## src/rtl/bits_smem_pkg.sv

```systemverilog
// Shared types and default widths for the stack SRAM arbiter and its clear sequencer.
package bits_smem_pkg;

  localparam int unsigned AddrWDef = 16;
  localparam int unsigned DataWDef = 64;
  localparam int unsigned ClrWDef  = 16;

  typedef enum logic [1:0] {
    StIdle,
    StClear,
    StDone
  } clr_state_e;

  typedef enum logic [1:0] {
    OwnNone,
    OwnCore,
    OwnHost
  } rd_owner_e;

endpackage

```

## src/rtl/bits_smem_clear_seq.sv

```systemverilog
// Clear sweep sequencer: writes zero to words 0..clear_words-1, then pulses done for one cycle.
module bits_smem_clear_seq
  import bits_smem_pkg::*;
#(
  parameter int unsigned CLR_W = ClrWDef
) (
  input  logic             clk,
  input  logic             resetB,
  input  logic             clear_start_i,
  input  logic [CLR_W-1:0] clear_words_i,
  output logic             clear_busy_o,
  output logic             clear_done_o,
  output logic             wr_en_o,
  output logic [CLR_W-1:0] wr_cnt_o
);

  clr_state_e       state_q, state_d;
  logic [CLR_W-1:0] cnt_q, cnt_d;

  always_comb begin
    state_d = state_q;
    cnt_d   = cnt_q;
    wr_en_o = 1'b0;
    unique case (state_q)
      StIdle: begin
        if (clear_start_i) begin
          state_d = StClear;
          cnt_d   = '0;
        end
      end
      StClear: begin
        // A zero-length sweep still passes through CLEAR, just without writing.
        if (clear_words_i == '0) begin
          state_d = StDone;
        end else begin
          wr_en_o = 1'b1;
          cnt_d   = cnt_q + CLR_W'(1);
          if (cnt_q == clear_words_i - CLR_W'(1)) begin
            state_d = StDone;
          end
        end
      end
      StDone:  state_d = StIdle;
      default: state_d = StIdle;
    endcase
  end

  always_ff @(posedge clk) begin
    if (!resetB) begin
      state_q <= StIdle;
      cnt_q   <= '0;
    end else begin
      state_q <= state_d;
      cnt_q   <= cnt_d;
    end
  end

  assign clear_busy_o = (state_q != StIdle);
  assign clear_done_o = (state_q == StDone);
  assign wr_cnt_o     = cnt_q;

endmodule

```

## src/rtl/bits_smem_arbiter.sv

```systemverilog
// Stack SRAM owner: clear sweep beats core beats host; host reads are returned registered.
module bits_smem_arbiter
  import bits_smem_pkg::*;
#(
  parameter int unsigned ADDR_W = AddrWDef,
  parameter int unsigned DATA_W = DataWDef,
  parameter int unsigned CLR_W  = ClrWDef
) (
  input  logic              clk,
  input  logic              resetB,
  input  logic              core_ceb,
  input  logic              core_web,
  input  logic [ADDR_W-1:0] core_addr,
  input  logic [DATA_W-1:0] core_wdata,
  output logic [DATA_W-1:0] core_rdata,
  input  logic              host_req,
  input  logic              host_we,
  input  logic [ADDR_W-1:0] host_addr,
  input  logic [DATA_W-1:0] host_wdata,
  output logic              host_gnt,
  output logic              host_rvalid,
  output logic [DATA_W-1:0] host_rdata,
  input  logic              clear_start,
  input  logic [CLR_W-1:0]  clear_words,
  output logic              clear_busy,
  output logic              clear_done,
  output logic              core_hold,
  output logic              err_core_in_clear,
  output logic              smem_ceb,
  output logic              smem_web,
  output logic [ADDR_W-1:0] smem_addr,
  output logic [DATA_W-1:0] smem_wdata,
  input  logic [DATA_W-1:0] smem_rdata
);

  logic             clr_wr;
  logic [CLR_W-1:0] clr_cnt;

  rd_owner_e         rd_owner_q, rd_owner_d;
  logic              host_rvalid_q, host_rvalid_d;
  logic [DATA_W-1:0] host_rdata_q, host_rdata_d;
  logic              err_q, err_d;

  bits_smem_clear_seq #(
    .CLR_W(CLR_W)
  ) u_clear_seq (
    .clk          (clk),
    .resetB       (resetB),
    .clear_start_i(clear_start),
    .clear_words_i(clear_words),
    .clear_busy_o (clear_busy),
    .clear_done_o (clear_done),
    .wr_en_o      (clr_wr),
    .wr_cnt_o     (clr_cnt)
  );

  always_comb begin
    smem_ceb   = 1'b1;
    smem_web   = 1'b1;
    smem_addr  = '0;
    smem_wdata = '0;
    host_gnt   = 1'b0;
    rd_owner_d = OwnNone;
    // Nothing reaches the SRAM while reset is asserted, whatever the requesters hold.
    if (!resetB) begin
      smem_ceb = 1'b1;
    end else if (clear_busy) begin
      if (clr_wr) begin
        smem_ceb  = 1'b0;
        smem_web  = 1'b0;
        smem_addr = ADDR_W'(clr_cnt);
      end
    end else if (!core_ceb) begin
      smem_ceb   = 1'b0;
      smem_web   = core_web;
      smem_addr  = core_addr;
      smem_wdata = core_wdata;
      if (core_web) rd_owner_d = OwnCore;
    end else if (host_req) begin
      smem_ceb   = 1'b0;
      smem_web   = ~host_we;
      smem_addr  = host_addr;
      smem_wdata = host_wdata;
      host_gnt   = 1'b1;
      if (!host_we) rd_owner_d = OwnHost;
    end
  end

  always_comb begin
    host_rvalid_d = (rd_owner_q == OwnHost);
    host_rdata_d  = host_rvalid_d ? smem_rdata : host_rdata_q;
    err_d         = err_q | (clear_busy & ~core_ceb);
  end

  always_ff @(posedge clk) begin
    if (!resetB) begin
      rd_owner_q    <= OwnNone;
      host_rvalid_q <= 1'b0;
      host_rdata_q  <= '0;
      err_q         <= 1'b0;
    end else begin
      rd_owner_q    <= rd_owner_d;
      host_rvalid_q <= host_rvalid_d;
      host_rdata_q  <= host_rdata_d;
      err_q         <= err_d;
    end
  end

  assign core_rdata        = smem_rdata;
  assign host_rvalid       = host_rvalid_q;
  assign host_rdata        = host_rdata_q;
  assign err_core_in_clear = err_q;
  assign core_hold         = clear_busy;

endmodule

```

## config.mk

```make
export PLATFORM = sky130hd
export DESIGN_NAME = bits_smem_arbiter
export DESIGN_NICKNAME = d
export VERILOG_FILES = /design/src/rtl/bits_smem_pkg.sv /design/src/rtl/bits_smem_clear_seq.sv /design/src/rtl/bits_smem_arbiter.sv
export SDC_FILE = /design/constraint.sdc
export NUM_CORES = 1
export LEC_CHECK = 0
export BUFFER_PORTS_ARGS = -buffer_cell sky130_fd_sc_hd__buf_4
export CAP_MARGIN = 20
export CORE_AREA = 2 2 179 181
export CTS_CLUSTER_SIZE = 25
export DETAILED_ROUTE_END_ITERATION = 16
export DIE_AREA = 0 0 181 183
export GPL_TIMING_DRIVEN = 1
export PLACE_DENSITY = 0.52
export SLEW_MARGIN = 20
export SYNTH_ARGS = -nofsm -noshare
export SYNTH_HDL_FRONTEND = slang
export SYNTH_SLANG_ARGS = --single-unit
```

## constraint.sdc

```tcl
create_clock -name clk -period 4.7 [get_ports clk]
set_input_delay 0.235 -clock clk [delete_from_list [all_inputs] [get_ports clk]]
set_output_delay 0.235 -clock clk [all_outputs]
set_load 0.1 [all_outputs]
```

Word-level counts from Yosys, hierarchy flattened
Cells that the tools add are included.
{ "totals": {"output_inout_bits": 216, "register_bits": 86} }
{ "op_classes": {"n_reduce_logical": 7, "n_mux": 35, "n_eq_ne": 7, "add_sub_neg": 2, "bitwise_logic": 5} }
{ "ops": {"columns": ["cell", "count"], "rows": [
  ["$mux 64", 4],
  ["$mux 16", 7],
  ["$pmux 16 s2", 1],
  ["$add 16x1->16 const B", 1],
  ["$eq 16x16->1", 1],
  ["$logic_not 16->1", 1],
  ["$mux 1", 16],
  ["$sub 16x1->16 const B", 1],
  ["$mux 2", 6],
  ["$eq 2x2->1 const B", 2],
  ["$ne 2x2->1 const B", 2],
  ["$pmux 2 s2", 1],
  ["$reduce_bool 2->1", 2],
  ["$ne 3x1->1 const B", 1],
  ["$not 1->1", 3],
  ["$reduce_and 3->1", 1],
  ["$eq 2x1->1 const B", 1],
  ["$logic_not 2->1", 1],
  ["$reduce_and 2->1", 1],
  ["$reduce_or 2->1", 1],
  ["$and 1x1->1", 1],
  ["$or 1x1->1", 1]
]} }

Logic depth before layout (Yosys ltp)
{ "depth": {"depth_word": 6, "ltp_mapped": 8} }

Modules after synthesis
A second synthesis with hierarchy kept.
{ "hier_totals": {"hier_cells": 680, "area_unflattened_um2": 5564.1} }
{ "by_module_without_submodules": {"columns": ["mod", "cells_each", "instances", "area_per_inst_um2", "seq_area_each_um2"], "rows": [
  ["bits_smem_arbiter", 499, 1, 4052.6, 1361.3],
  ["bits_smem_clear_seq", 181, 1, 1511.4, 360.3]
]} }

Worst setup path before layout
No wires, ideal clock.
{ "synth_path": {"kind": "reg-to-output", "startpoint": "reg u_clear_seq.state_q[1]", "endpoint": "out smem_ceb", "t_arrival_ns": 4.863, "path_slack_ns": -0.398, "t_required_ns": 4.465, "stages_incl_launch_ff": 5, "cell_sequence": "dfxtp_1 > nor2_1 > clkbuf_1 > inv_1 > o311ai_0"} }
{ "synth_between": {"word_cells_on_any_way": 6} }
{ "synth_rtl": {"columns": ["element", "line", "source"], "rows": [
  ["start, declared", "bits_smem_clear_seq.sv:17", "clr_state_e state_q, state_d;"],
  ["start signal, assigned", "bits_smem_clear_seq.sv:50", "state_q <= StIdle;"],
  ["start signal, assigned", "bits_smem_clear_seq.sv:53", "state_q <= state_d;"],
  ["$reduce_bool 2->1", "bits_smem_clear_seq.sv:58", "assign clear_busy_o = (state_q != StIdle);"],
  ["net clear_busy", "bits_smem_arbiter.sv:25", "output logic clear_busy,"],
  ["$mux 1", "bits_smem_arbiter.sv:67", "end else if (clear_busy) begin"],
  ["$mux 1", "bits_smem_arbiter.sv:65", "if (!resetB) begin"],
  ["end, declared", "bits_smem_arbiter.sv:29", "output logic smem_ceb,"]
]} }
The timed path passes the listed nets, and every way through them passes these cells.

Worst setup path after layout
{ "layout_path": {"startpoint": "reg u_clear_seq.state_q[1]", "endpoint": "out smem_wdata[54]"} }
{ "layout_between": {"elab_chain_cells": 3} }
{ "layout_lines": {"columns": ["element", "line", "source"], "rows": [
  ["$reduce_bool 2->1", "bits_smem_clear_seq.sv:58", null],
  ["$mux 64", "bits_smem_arbiter.sv:67", null],
  ["$mux 64", "bits_smem_arbiter.sv:65", null],
  ["end, declared", "bits_smem_arbiter.sv:32", "output logic [DATA_W-1:0] smem_wdata,"]
]} }
Every way passes these cells.

==> impl_metrics.ini <==
[final_layout]
areaGrowthSynthToFinish_pct = 68.1
layout_common_cells = buf_4 (467), nand2_1 (139), dfxtp_1 (86), a21boi_0 (65), a22o_1 (64)
stdcell_count = 1437
final_layout_size_suffix_gt1_share_pct = 48.1
fill_cells = 3410
multi_input_area_sq_mm = 0.00292
fin_area_sq_mm = 0.00898
diodes = 0
seqCellArea_sq_mm = 0.00172
final_common_cell = buf_4
nets = 1279

[synthesis]
ys_types = 52
async_flop_share_pct = 0
synth_nets = 917
ys_warn_count = 0
synth_edf_count = 0
netlist_area_sq_mm = 0.00534
synth_area_leaders = dfxtp_1 (32%), a22o_1 (10%), nand2_1 (9.8%)
yosysTopAreaCell = dfxtp_1
ys_ff_latch = 86
syn_inst = 668
synthFlopType = dfxtp_1
synth_top_cell_area_share_pct = 32.2
avgSynthCellArea_sq_um = 8.00
ys_seq_area_share_pct = 32.2

[cts]
clock_path_buffers = 2
cts_root_buf = clkbuf_16
clock_sinks = 86
cts-buffers-inserted = 9
htreeDepth = 3
hold_buffers = 0
tritoncts = done
clk_pin_slew_ns = 0.07
clkLatencyLatePin_ns = 0.34
cts_setup_buffers = 0
cts_resized = 0

[worst_setup_path]
crit_path_start_kind = flip-flop
cp-end-kind = output pin
r2r-end = u_clear_seq.wr_cnt_o[11]
path_class = flip-flop to output pin
critical_path_peak_fanout = 39
r2r-start = u_clear_seq.wr_cnt_o[0]
reg2reg_depth = 5
crit_arrival_ns = 2.86
cp.required_ns = 4.47
rrSetupSlack_ns = 2.63

[grt]
grt-ovfl-total = 0
grt_pass1_vias = 5855
grt_use_total_pct = 14.3
grt_pass1_wl_mm = 36.1
antenna_found_initial = 0
grt_max_degree = 78

[pwr]
power_density_mw_per_mm2 = 297
p_total_uw = 2670
vdd_drop_max_v = 0.000124
leakage_uw = 0.00408

[sta]
clock.fmax_mhz = 323
maxSlewHeadroom_pct = 32.9
hold_violations = 0
tightest_slew_ns = 1.00
finalSetupTns_ns = 0
maxSlewViolCount = 0
period_minus_slack_ns = 3.09
clock_skew_ns = 0.0124
setup_violations = 0
rsz0062_at_grt = false
fin_crit_sh_pct = 65.8

[min_path]
hold_class = input pin to flip-flop
whs_endpoint = rd_owner_q[1]
whs_path_depth = 2
min-delay-start = host_we

[detailed_routing]
drt_iter0_markers = 221
ant_nets = 0
wl_mm = 25.3
firstDrtPassIters = 4
wl_per_cell_microns = 17.6
vias = 6115
drt-vias-per-instance = 4.26
drc = 0

[placed_design]
dp_cells = 1421
postPlaceCellArea_sq_mm = 0.00868
io_buffers = 462
place_congestion = 0.887
place_hpwl_mm = 20.9

[floorplanning]
die_w_microns = 181
initial_utilization_pct = 17.1
core_sq_mm = 0.0312
rows = 65
ios = 463
fp.dieArea_sq_mm = 0.0331
die_h_microns = 183

[job]
max-cap-violations = 0

[status]
outcome = complete, no violations
-- through the flow --
step	hold slack, ns	setup slack, ns	utilization, %
floorplan	0.307	0.789	-
global placement	0.420	1.93	27.8
detailed placement	0.423	1.88	27.8
CTS	0.0402	1.60	28.7
global route	0.0416	1.47	28.7
finish	0.0628	1.61	28.7
-- critical path, stage by stage (launching register included) --
cell and delay, ns:
dfxtp_1 0.38, nor2_2 0.12, buf_4 0.34, and3_2 0.70
buf_4 0.43, a22o_1 0.22, buf_4 0.29
-- cell families after synthesis --
group	synth area share, %
and+or+nand+nor	20.6
AOI/OAI and AO/OA	27.7
buffers and inverters	13.3
DFF	32.2
xor gates and xnor gates	5.25
muxes	0.398
adders and majority gates	0.468
-- worst max path at each step --
stage	start	endpoint	slack [ns]	cells past startpoint
after floorplan	u_clear_seq.state_q[1]	smem_ceb	0.79	4
after global placement	resetB	smem_wdata[38]	1.93	5
after detailed placement	resetB	smem_wdata[38]	1.88	5
after CTS	u_clear_seq.state_q[1]	smem_wdata[38]	1.60	6
after global routing	u_clear_seq.state_q[1]	smem_wdata[31]	1.47	6
final	u_clear_seq.state_q[1]	smem_wdata[54]	1.61	6
-- cells in the mapped netlist, drive strengths merged, types with 11 or more instances --
| cell | instances |
|---|---|
| clkbuf | 39 |
| a22o | 64 |
| buf | 77 |
| a21boi | 65 |
| dfxtp | 86 |
| nor2 | 39 |
| a211oi | 20 |
| xnor2 | 13 |
| a22oi | 16 |
| nand3 | 11 |
| xor2 | 19 |
| nand2 | 139 |
-- flip-flops by register name, indices dropped and copies added (netlist names) --
signal,count
err_core_in_clear,1
host_rdata,64
host_rvalid,1
rd_owner_q,2
u_clear_seq.state_q,2
u_clear_seq.wr_cnt_o,16
-- power by group --
part	internal (uW)	total [uW]	switching, uW
Combinational	314	1200	890
Sequential	742	752	10.2
Clock	378	714	336
Total	1430	2670	1240
-- per-layer routing --
metal  vias up  share of wire (%)  GRT usage, %
met5         -                  0             0
met4         0                1.9          4.20
met3        21                7.3          3.59
met2       280                 50          25.6
met1      2806                 40          16.8
li1       3008                  -             -
-- layout make-up --
cell class / count / area share, %
clock buffer: 9 / 2.51
timing repair buffer: 467 / 39.0
multi-input combinational: 460 / 32.6
sequential: 86 / 19.2
inverter: 6 / 0.251
clock inverter: 7 / 0.850
tap: 402 / 5.60
(Power assumes the default switching activity.)
